===== config.mk =====
export PLATFORM = sky130hd
export DESIGN_NAME = fft_ctrl_in
export DESIGN_NICKNAME = d
export VERILOG_FILES = /design/src/rtl/fft_ctrl_in_pkg.sv /design/src/rtl/fft_ctrl_skid_fifo.sv /design/src/rtl/fft_ctrl_in.sv
export SDC_FILE = /design/constraint.sdc
export NUM_CORES = 1
export LEC_CHECK = 0
export BUFFER_PORTS_ARGS = -buffer_cell sky130_fd_sc_hd__buf_2
export CAP_MARGIN = 30
export CORE_MARGIN = 8
export CORE_UTILIZATION = 30
export CTS_BUF_LIST = sky130_fd_sc_hd__clkbuf_8
export DETAILED_ROUTE_END_ITERATION = 16
export SETUP_SLACK_MARGIN = 0.5
export SYNTH_ARGS = -nofsm -noshare
export SYNTH_HDL_FRONTEND = slang
export SYNTH_SLANG_ARGS = --single-unit

===== constraint.sdc =====
create_clock -name CLK -period 6.05 [get_ports CLK]
set_clock_uncertainty 0.2 [all_clocks]
set_input_delay 0.3025 -clock CLK [delete_from_list [all_inputs] [get_ports CLK]]
set_output_delay 0.3025 -clock CLK [all_outputs]
set_load 0.1 [all_outputs]

===== src/rtl/fft_ctrl_in_pkg.sv =====
// Shared definitions for the FFT RAM-to-sink input controller.
// Latency: n/a (types and constants only).
// Backpressure: n/a.
package fft_ctrl_in_pkg;

    // One-hot controller states, common with the FFT output-side controller
    typedef enum logic [3:0] {
        ST_IDLE  = 4'b0001,
        ST_READ  = 4'b0010,
        ST_DRAIN = 4'b0100,
        ST_DONE  = 4'b1000
    } state_t;

    // Sample RAM word layout: {re, im}, each a signed 32-bit value
    localparam int RE_MSB = 63;
    localparam int RE_LSB = 32;
    localparam int IM_MSB = 31;
    localparam int IM_LSB = 0;

    // Skid FIFO geometry
    localparam int FIFO_DEPTH = 4;
    localparam int FIFO_PTR_W = 2;
    localparam int FIFO_CNT_W = 3;

endpackage


===== src/rtl/fft_ctrl_skid_fifo.sv =====
// Purpose: 4-entry synchronous FIFO holding saturated samples plus sop/eop tags.
// Latency: a push is visible at the head on the cycle after the push edge.
// Backpressure: head holds until pop; pushes while full are dropped (upstream credit keeps it from filling).
module fft_ctrl_skid_fifo
    import fft_ctrl_in_pkg::*;
#(
    parameter int WIDTH = 34
) (
    input  logic                  CLK,
    input  logic                  RST,
    input  logic                  push,
    input  logic                  pop,
    input  logic [WIDTH-1:0]      din,
    output logic [WIDTH-1:0]      dout,
    output logic [FIFO_CNT_W-1:0] count,
    output logic                  empty
);

    logic [WIDTH-1:0]      mem [FIFO_DEPTH];
    logic [FIFO_PTR_W-1:0] wr_ptr;
    logic [FIFO_PTR_W-1:0] rd_ptr;
    logic                  do_push;
    logic                  do_pop;

    assign do_push = push && (count != FIFO_CNT_W'(FIFO_DEPTH));
    assign do_pop  = pop && (count != '0);
    assign dout    = mem[rd_ptr];
    assign empty   = (count == '0);

    // Storage, pointers and occupancy; storage is cleared so outputs read 0 out of reset
    always_ff @(posedge CLK or posedge RST) begin
        if (RST) begin
            for (int i = 0; i < FIFO_DEPTH; i++) begin
                mem[i] <= '0;
            end
            wr_ptr <= '0;
            rd_ptr <= '0;
            count  <= '0;
        end else begin
            if (do_push) begin
                mem[wr_ptr] <= din;
                wr_ptr      <= wr_ptr + 1'b1;
            end
            if (do_pop) begin
                rd_ptr <= rd_ptr + 1'b1;
            end
            count <= count + FIFO_CNT_W'(do_push) - FIFO_CNT_W'(do_pop);
        end
    end

endmodule


===== src/rtl/fft_ctrl_in.sv =====
// Purpose: streams one N_PTS-sample frame from the sample RAM into the FFT core's Avalon-ST sink.
// Latency: START sampled at edge t -> rden after t+1 -> first valid after t+3; then 1 sample/cycle.
// Backpressure: ready low stalls the skid FIFO head; reads are issued only while FIFO + in-flight < 4.
module fft_ctrl_in
    import fft_ctrl_in_pkg::*;
#(
    parameter int ADDR_WIDTH    = 10,
    parameter int DATAIN_WIDTH  = 64,
    parameter int DATAOUT_WIDTH = 16,
    parameter int N_PTS         = 1024
) (
    input  logic                     CLK,
    input  logic                     RST,
    input  logic                     START,
    input  logic                     INVERSE,
    output logic                     BUSY,
    output logic                     DONE,
    output logic [ADDR_WIDTH-1:0]    addr,
    output logic                     rden,
    input  logic [DATAIN_WIDTH-1:0]  datain,
    output logic                     valid,
    input  logic                     ready,
    output logic                     sop,
    output logic                     eop,
    output logic [DATAOUT_WIDTH-1:0] dataout_re,
    output logic [DATAOUT_WIDTH-1:0] dataout_im,
    output logic                     inverse,
    output logic [1:0]               error
);

    localparam int DW = DATAOUT_WIDTH;
    localparam int FW = 2 * DW + 2;
    localparam logic [ADDR_WIDTH:0] LAST_CNT = (ADDR_WIDTH + 1)'(N_PTS - 1);
    localparam logic signed [31:0]  SAT_MAX  = {{(33 - DW){1'b0}}, {(DW - 1){1'b1}}};
    localparam logic signed [31:0]  SAT_MIN  = ~SAT_MAX;

    // Clamp a signed 32-bit component into the signed DW-bit sink range
    function automatic logic [DW-1:0] sat(input logic signed [31:0] v);
        if (v > SAT_MAX) begin
            return SAT_MAX[DW-1:0];
        end else if (v < SAT_MIN) begin
            return SAT_MIN[DW-1:0];
        end
        return v[DW-1:0];
    endfunction

    state_t                state;
    logic [ADDR_WIDTH:0]   rd_cnt;
    logic [ADDR_WIDTH:0]   wr_cnt;
    logic                  q_vld;
    logic [FIFO_CNT_W-1:0] fifo_count;
    logic [FIFO_CNT_W-1:0] inflight;
    logic                  issue;
    logic                  start_acc;
    logic                  pop;
    logic                  fifo_empty;
    logic [FW-1:0]         push_dat;
    logic [FW-1:0]         head_dat;
    logic                  head_sop;
    logic                  head_eop;

    // Credit: FIFO entries plus reads still travelling through the RAM (rden stage and q stage)
    assign inflight  = fifo_count + FIFO_CNT_W'(rden) + FIFO_CNT_W'(q_vld);
    assign issue     = (state == ST_READ) && (rd_cnt <= LAST_CNT) && (inflight < FIFO_CNT_W'(FIFO_DEPTH));
    assign start_acc = (state == ST_IDLE) && START;
    assign pop       = valid && ready;

    assign push_dat = {sat(datain[RE_MSB:RE_LSB]), sat(datain[IM_MSB:IM_LSB]),
                       (wr_cnt == '0), (wr_cnt == LAST_CNT)};

    assign {dataout_re, dataout_im, head_sop, head_eop} = head_dat;
    assign valid = !fifo_empty;
    assign sop   = valid && head_sop;
    assign eop   = valid && head_eop;
    assign error = 2'b00;

    // Frame sequencing, status flags, latched direction and read-issue count
    always_ff @(posedge CLK or posedge RST) begin
        if (RST) begin
            state   <= ST_IDLE;
            BUSY    <= 1'b0;
            DONE    <= 1'b0;
            inverse <= 1'b0;
            rd_cnt  <= '0;
        end else begin
            DONE <= 1'b0;
            unique case (state)
                ST_IDLE: begin
                    if (START) begin
                        state   <= ST_READ;
                        BUSY    <= 1'b1;
                        inverse <= INVERSE;
                        rd_cnt  <= '0;
                    end
                end
                ST_READ: begin
                    if (issue) begin
                        rd_cnt <= rd_cnt + 1'b1;
                        if (rd_cnt == LAST_CNT) begin
                            state <= ST_DRAIN;
                        end
                    end
                end
                ST_DRAIN: begin
                    if (pop && head_eop) begin
                        state <= ST_DONE;
                        BUSY  <= 1'b0;
                        DONE  <= 1'b1;
                    end
                end
                ST_DONE: begin
                    state <= ST_IDLE;
                end
                default: begin
                    state <= ST_IDLE;
                end
            endcase
        end
    end

    // RAM read port and the one-cycle read-data tracking stage
    always_ff @(posedge CLK or posedge RST) begin
        if (RST) begin
            rden  <= 1'b0;
            addr  <= '0;
            q_vld <= 1'b0;
        end else begin
            rden  <= issue;
            q_vld <= rden;
            if (issue) begin
                addr <= rd_cnt[ADDR_WIDTH-1:0];
            end
        end
    end

    // Sample index at the FIFO input, used to tag sop and eop
    always_ff @(posedge CLK or posedge RST) begin
        if (RST) begin
            wr_cnt <= '0;
        end else if (start_acc) begin
            wr_cnt <= '0;
        end else if (q_vld) begin
            wr_cnt <= wr_cnt + 1'b1;
        end
    end

    fft_ctrl_skid_fifo #(
        .WIDTH (FW)
    ) u_fifo (
        .CLK   (CLK),
        .RST   (RST),
        .push  (q_vld),
        .pop   (pop),
        .din   (push_dat),
        .dout  (head_dat),
        .count (fifo_count),
        .empty (fifo_empty)
    );

endmodule


==> results by group, run 1 <==
Floorplanning
  • Core Box Area: roughly 27000 um^2
  • Initial Util: between 30% and 40%
  • Die area: about 33000 um^2
  • IO Pins: 120
  • FP Rows: 60
  • Die width: 181 um
  • Die height: between 150 and 200 um

Global route
  • GRT Resource Usage Total: 13.9%
  • Vias in the first global route: between 6k and 7k
  • First-pass GRT wire length: 36100 um
  • GR Overflow Total: 0
  • Initial antenna violation count: 2
  • Largest net degree at the start of global routing: 76

Drt
  • DRT antenna net count: 0
  • Routed vias/inst: roughly 5
  • Detailed Route Iter0 Violations: roughly 310
  • DR WL/cell: 17.5 um
  • Drc violations: 0
  • Detailed Routing Iterations Pass 1: 5
  • Final WL: around 22000 um
  • Vias: between 6k and 7k

Logic synthesis
  • EDFF count, synth: 0
  • Seq/Total Area, Yosys: ~56%
  • Main synth FF type: dfrtp_1
  • Yosys synthesis warning count: 0
  • Cell Area, Synth: between 8000 and 9000 um^2
  • Gate Count Post-Synth: 780
  • Most common cell in the netlist: dfrtp_1
  • Yosys top cell area share: about 56%
  • Area contributors post-synth: dfrtp_1 (56%), mux4_2 (9.3%), a21oi_1 (7.9%)
  • Top cells by count, synth: dfrtp_1 (183), nor2_1 (145), a21oi_1 (130)
  • Cell taking the most area after synthesis: dfrtp_1
  • Syn_area_per_cell: 10.5 um^2
  • Asr flop ratio synth: 100%
  • Cell variety after synth: between 40 and 50
  • Flop and latch count out of synthesis: about 180

CTS
  • Clk buf depth: 2
  • Worst skew pair latency: ~0.46 ns
  • Post_cts resized: 0
  • # H-tree levels: 4
  • CTS Buf Count: 17
  • Clock sink count: approximately 180
  • Clock slew at reported path FFs: about 0.09 ns
  • CTS root buffer: clkbuf_8
  • CTS tree: built

Placement
  • Dpl hpwl: between 10000 and 15000 um
  • Placed cells: 1213
  • Final Wtd Congestion: 0.757
  • Input/output buffers: between 100 and 150

Critical path
  • Worst reg2reg endpoint: addr[1]
  • CP Data Required Time: roughly 5.6 ns
  • Reg2reg start: state[3]
  • Reg2reg setup slack: about 3.2 ns
  • CP max stage delay: 0.74 ns
  • Top cell family by delay on the critical path: buffers and inverters
  • Worst Path Buf+Inv: 2
  • WP data arrival: roughly 2.6 ns
  • Crit-path cells: buf_4 -> mux4_2 -> buf_2
  • Worst-path fanout max: 20
  • Worst Setup Start Kind: register
  • Endpoint type of the worst setup path: primary output
  • CP max stage cell: dfrtp_2
  • Setup CP Type: reg -> out
  • R2R depth: 6

Finish
  • Layout area overhead: 21.5%
  • Layout Cells excl Fill: between 1k and 1.5k
  • Share of layout cells above drive strength 1: between 20% and 30%
  • Nets: just over 1k

STA
  • RSZ-0062 raised after global routing: false
  • Slew HR: just under 40%
  • Crit path time final: 3.12 ns
  • Fin. max-slew vios: 0
  • Setup violators final: 0
  • Slew at the pin closest to its max-slew limit: a little over 0.9 ns
  • Setup TNS: 0 ns
  • Final Cycle Share: ~52%
  • Fmax: ~320 MHz
  • Final hold vios: 0

Min path
  • Worst hold start: ready
  • Worst Hold Depth: 3
  • Hold Crit Class: in -> reg
  • Worst Hold End: u_fifo.rd_ptr[0]

Pwr
  • Leakage power: between 4 and 5 nW
  • Cell Pwr Density: around 600 nW/um^2
  • Peak supply drop: around 0.56 mV

Status
  • Outcome: complete, no violations

Job
  • Max Cap Viol: 0
-- sequential cells by signal, indices dropped and copies added, names as in the netlist, 2 cells and up --
signal         flops
addr              10
rd_cnt            11
state              4
u_fifo.count       3
u_fifo.mem       136
u_fifo.rd_ptr      2
u_fifo.wr_ptr      2
wr_cnt            11
-- routing by layer --
layer,track usage [%],up-vias,part of all wire (%)
met5,0,-,0.045
li1,-,3009,-
met2,22.4,155,47
met3,4.15,17,6.2
met1,18.0,3095,46
met4,3.57,2,0.95
-- report_power, final --
part	switching (mW)	leakage (nW)	internal (mW)
sequential	0.328	2.13	1.71
clock	0.491	0.193	0.313
combinational	2.44	1.99	0.843
total	3.26	4.32	2.87
-- worst reg2reg max path, stage by stage (launching register included) --
cell	delay [ns]
dfrtp_1	0.45
or4b_4	0.56
or4b_4	0.54
and2_4	0.21
a21oi_1	0.23
buf_4	0.26
mux2_2	0.35
-- logic make-up (layout without fill, tap and decap cells) --
| logic type | after synthesis | after routing | synth area share (%) |
|---|---|---|---|
| fa+ha+maj | 11 | 11 | 1.77 |
| mux | 48 | 48 | 11.2 |
| buf+inv | 55 | 214 | 2.75 |
| xor+xnor | 14 | 14 | 1.49 |
| flops | 184 | 184 | 56.1 |
| compound gates | 156 | 156 | 10.0 |
| simple gates | 311 | 311 | 16.6 |
| other cells | 1 | 3 | 0.0457 |
-- cell usage in the layout (no fill, tap or decap), drive strengths merged, types with 2 or more instances in the layout --
cell type and count:
mux2i 4, mux2 10, nand2 100, a41oi 2, nor4 12, and3 2, nand2b 2, o21ai 14
xor2 7, mux4 34, o41ai 2, dfrtp 183, or4 3, xnor2 7, conb 2, inv 17
nor2 145, and4 3, and2 4, or3 8, clkinvlp 2, ha 10, nor2b 3, o31ai 3
nor3 2, a21oi 130, clkbuf 18, or4b 3, nor4b 2, nand4 11, dlygate4sd3 35, buf 135
clkinv 7, nand3 9
-- through the flow --
step / util [%] / hold WS, ns / worst slack, ns / total power, mW / instance area, um^2
after floorplan: - / 0.208 / 0.549 / 4.78 / 8210
after detailed placement: 34.2 / 0.135 / 3.18 / 5.35 / 9200
after global placement: 34.2 / 0.140 / 3.27 / 5.31 / 9200
after CTS: 37.0 / 0.0748 / 2.84 / 6.19 / 9930
final: 37.1 / 0.101 / 2.93 / 6.13 / 9960
after global routing: 37.1 / 0.105 / 2.76 / 6.47 / 9960
-- worst max-delay path by stage --
| stage | slack (ns) | end | cells past startpoint | from |
|---|---|---|---|---|
| finish | 2.93 | dataout_re[11] | 3 | u_fifo.rd_ptr[1] |
| global route | 2.76 | dataout_re[11] | 3 | u_fifo.rd_ptr[1] |
| CTS | 2.84 | dataout_re[11] | 3 | u_fifo.rd_ptr[1] |
| detailed placement | 3.18 | addr[1] | 6 | state[3] |
| global placement | 3.27 | addr[0] | 6 | state[3] |
| floorplan | 0.55 | BUSY | 1 | RST |
-- timing repair --
action                                  4_1_cts  5_1_grt
endpoints found under the hold margin       168        0
hold buffers                                 35        0
buffers inserted                              0        0
endpoints found under the setup margin        0        0
-- area by class of cell --
class                           instances  area (um^2)
Fill cell                            2652        16900
Sequential cell                       184         4610
Multi-Input combinational cell        542         3400
Timing Repair Buffer                  170         1090
Tap cell                              341          427
Clock buffer                           18          248
Clock inverter                         14          139
Inverter                               12         50.0
Antenna cell                            1         2.50
(Power assumes the default switching activity.)
==> inputs of run 2 (changes only) <==
--- a/config.mk
+++ b/config.mk
@@ -5,6 +5,7 @@
 export SDC_FILE = /design/constraint.sdc
 export NUM_CORES = 1
 export LEC_CHECK = 0
+export ABC_AREA = 1
 export BUFFER_PORTS_ARGS = -buffer_cell sky130_fd_sc_hd__buf_2
 export CAP_MARGIN = 30
 export CORE_MARGIN = 8
==> constraint.sdc (replaced) <==
create_clock -name CLK -period 2.8 [get_ports CLK]
set_clock_uncertainty 0.2 [all_clocks]
set_input_delay 0.14 -clock CLK [delete_from_list [all_inputs] [get_ports CLK]]
set_output_delay 0.14 -clock CLK [all_outputs]
set_load 0.1 [all_outputs]
==> run 2 against run 1 <==
First-iteration DRC count up 86%. Worst hold slack improved by 0.0064 ns. Via count rose by 32%. Clock power rose by 130%. Core utilization rose by 3.0 points. Power grew to 2.6 times the previous value. Non-clock buffer count grew 13. Routed wire length up 20%. Sequential power rose by 110%. Critical path depth increased by 3. Critical path type unchanged. Critical endpoint is now sop.
==> results by group, run 2 <==
Logic synthesis
  • Compound-Gate Fraction of Synth Area: 7.88%
  • Flop and latch count out of synthesis: 184
  • Main synth FF type: dfrtp_1
  • Asr flop ratio synth: 100%
  • Cell Area, Synth: 9100 um^2
  • Yosys top cell area share: 50.3%
  • Seq/Total Area, Yosys: about half
  • Gate Count Post-Synth: 1211
  • Proportion of synthesized area in mux cells: 0%
  • EDFF count, synth: 0
  • Most common cell in the netlist: nand2_1
  • Main combinational cell family by area after synthesis: simple AND/OR/NAND/NOR gates
  • Post-Synth Adder-Cell Area: ~1.6%
  • Area contributors post-synth: dfrtp_1 (50%), nand2_1 (24%), nor2_1 (5.2%)
  • Syn_area_per_cell: about 7.5 um^2
  • Yosys synthesis warning count: 0
  • Cell taking the most area after synthesis: dfrtp_1
  • Top cells by count, synth: nand2_1 (582), dfrtp_1 (183), nor2_1 (125)
  • Simple-gate share of the synthesized area: 32.7%
  • Synth Area in XOR/XNOR: 0.866%
  • Cell variety after synth: 34

Finish
  • Diode count: 0
  • Nets: roughly 1.4k
  • Flip-flop and latch area: around 4600 um^2
  • Largest registers: u_fifo.mem (136), rd_cnt (11), wr_cnt (11)
  • Layout area overhead: 31.3%
  • Most common cell after layout, fill and taps aside: nand2_1
  • Most frequent cells in the layout: nand2_1 (581), dfrtp_1 (181), nor2_1 (124)
  • Share of layout cells above drive strength 1: 17.8%
  • Fin util: between 40% and 50%
  • Multi-input logic area: 4400 um^2
  • Biggest register: u_fifo.mem
  • Final instance area: between 10000 and 15000 um^2
  • Filler cell count: between 3k and 4k
  • Layout Cells excl Fill: approximately 1.8k
  • Max reg flops: approximately 140

Pwr
  • Peak supply drop: 0.625 mV
  • Cell Pwr Density: roughly 1300 nW/um^2
  • Leakage power: 5.77 nW

STA
  • Setup violators final: 0
  • Slew HR: 56.7%
  • Crit path time final: around 2.2 ns
  • Fin. max-slew vios: 0
  • Slew at the pin closest to its max-slew limit: between 0.6 and 0.7 ns
  • RSZ-0062 raised after global routing: true
  • Setup TNS: 0 ns
  • Final hold vios: 0
  • Fmax: 447 MHz
  • Final Cycle Share: 79.9%

CTS
  • CTS root buffer: clkbuf_8
  • Clock sink count: between 150 and 200
  • Clock slew at reported path FFs: approximately 0.10 ns
  • Clk buf depth: 2
  • CTS tree: built
  • # H-tree levels: 4
  • CTS Buf Count: 17
  • Worst skew pair latency: between 0.4 and 0.5 ns

Drt
  • Detailed Routing Iterations Pass 1: 5
  • DRT antenna net count: 0
  • DR WL/cell: 15.3 um
  • Detailed Route Iter0 Violations: 579
  • Drc violations: 0
  • Top layer used by detailed routing: met4
  • Vias: slightly above 8k
  • Routed vias/inst: about 4.7
  • Metal1 wirelength: 12700 um
  • WL met3: around 1500 um
  • Metal2 WL: 12400 um
  • Final WL: between 20000 and 30000 um

Critical path
  • WP data arrival: ~1.9 ns
  • Worst-path fanout max: 18
  • Setup CP Type: reg -> out
  • CP Data Required Time: between 2 and 2.5 ns
  • Worst Setup Start Kind: register
  • R2R depth: 8
  • Endpoint type of the worst setup path: primary output

Placement
  • Dpl hpwl: 16300 um
  • Final Wtd Congestion: about 0.8
  • Post-DP Area: 11000 um^2
  • Placed cells: about 1.7k
  • Input/output buffers: roughly 120

Floorplanning
  • Die area: about 36000 um^2
  • Initial Util: between 30% and 40%
  • FP Rows: 63
  • Core Box Area: ~30000 um^2
  • Die height: between 150 and 200 um
  • Die width: between 150 and 200 um
  • IO Pins: between 100 and 150

Global route
  • Vias in the first global route: between 8k and 9k
  • GR Overflow Total: 0
  • GRT Resource Usage Total: 14.7%
  • Initial antenna violation count: 0
  • Largest net degree at the start of global routing: 72
  • First-pass GRT wire length: 43000 um

Job
  • Max Cap Viol: 0

Status
  • Outcome: complete, no violations

Min path
  • Hold Crit Class: in -> async
[run 2: changes by cell type in the layout (fill, tap and decap cells not counted), sizes merged, moves of 32 or more]
cell / delta
a21oi: -123
inv: +43
mux4: -34
nand2: +487
o21ai: +72
o22ai: +32
[run 2: kinds of logic after synthesis]
logic type	after synthesis
simple gates	761
flops	184
compound gates	130
buf+inv	115
fa+ha+maj	11
xor+xnor	9
other cells	1
[run 2: final timing paths]
path	start	to	slack [ns]
max	u_fifo.rd_ptr[0]	sop	0.56
min	RST	wr_cnt[7]	0.11
max reg2reg	state[0]	inverse	0.64
min reg2reg	rden	q_vld	0.27
max in group asynchronous	RST	u_fifo.mem[104]	1.62
min in group CLK	START	state[0]	0.25
[run 2: what timing repair did]
item / in CTS / in global routing
gates resized for setup: 6 / 13
pin swaps: 0 / 3
hold buffers: 37 / 0
endpoints found under the setup margin: 30 / 34
endpoints found under the hold margin: 261 / 0
setup buffers: 0 / 3
gates cloned: 0 / 5
[run 2: worst max-delay path, stage by stage (launching register included)]
cell	delay, ns
dfrtp_2	0.46
buf_6	0.16
buf_16	0.16
a21oi_2	0.13
o21ai_1	0.08
a21oi_2	0.24
buf_12	0.21
[run 2: layout make-up]
cell class	instances	share of cell area, %
Tap cell	390	4.08
Inverter	57	1.91
Multi-Input combinational cell	913	36.8
Clock buffer	17	1.96
Timing Repair Buffer	183	15.4
Sequential cell	184	38.6
Clock inverter	15	1.34
[run 2: layer usage]
layer | global-route usage, % | vias up
li1 | - | 4078
met1 | 19.7 | 3967
met2 | 23.8 | 223
met3 | 2.95 | 29
met4 | 3.82 | 0
met5 | 0 | -
[run 2: metrics by stage]
| stage | total power [mW] | hold WS [ns] | setup slack [ns] |
|---|---|---|---|
| floorplan | 10.9 | 0.0496 | 0.0963 |
| global placement | 13.8 | 0.0726 | 0.688 |
| detailed placement | 13.9 | 0.0698 | 0.658 |
| CTS | 15.8 | 0.105 | 0.467 |
| global route | 16.9 | 0.147 | 0.490 |
| finish | 16.0 | 0.108 | 0.564 |
[run 2: power by group]
group / switching, mW / internal, mW
registers: 0.552 / 3.64
logic: 6.57 / 3.47
clock network: 1.07 / 0.743
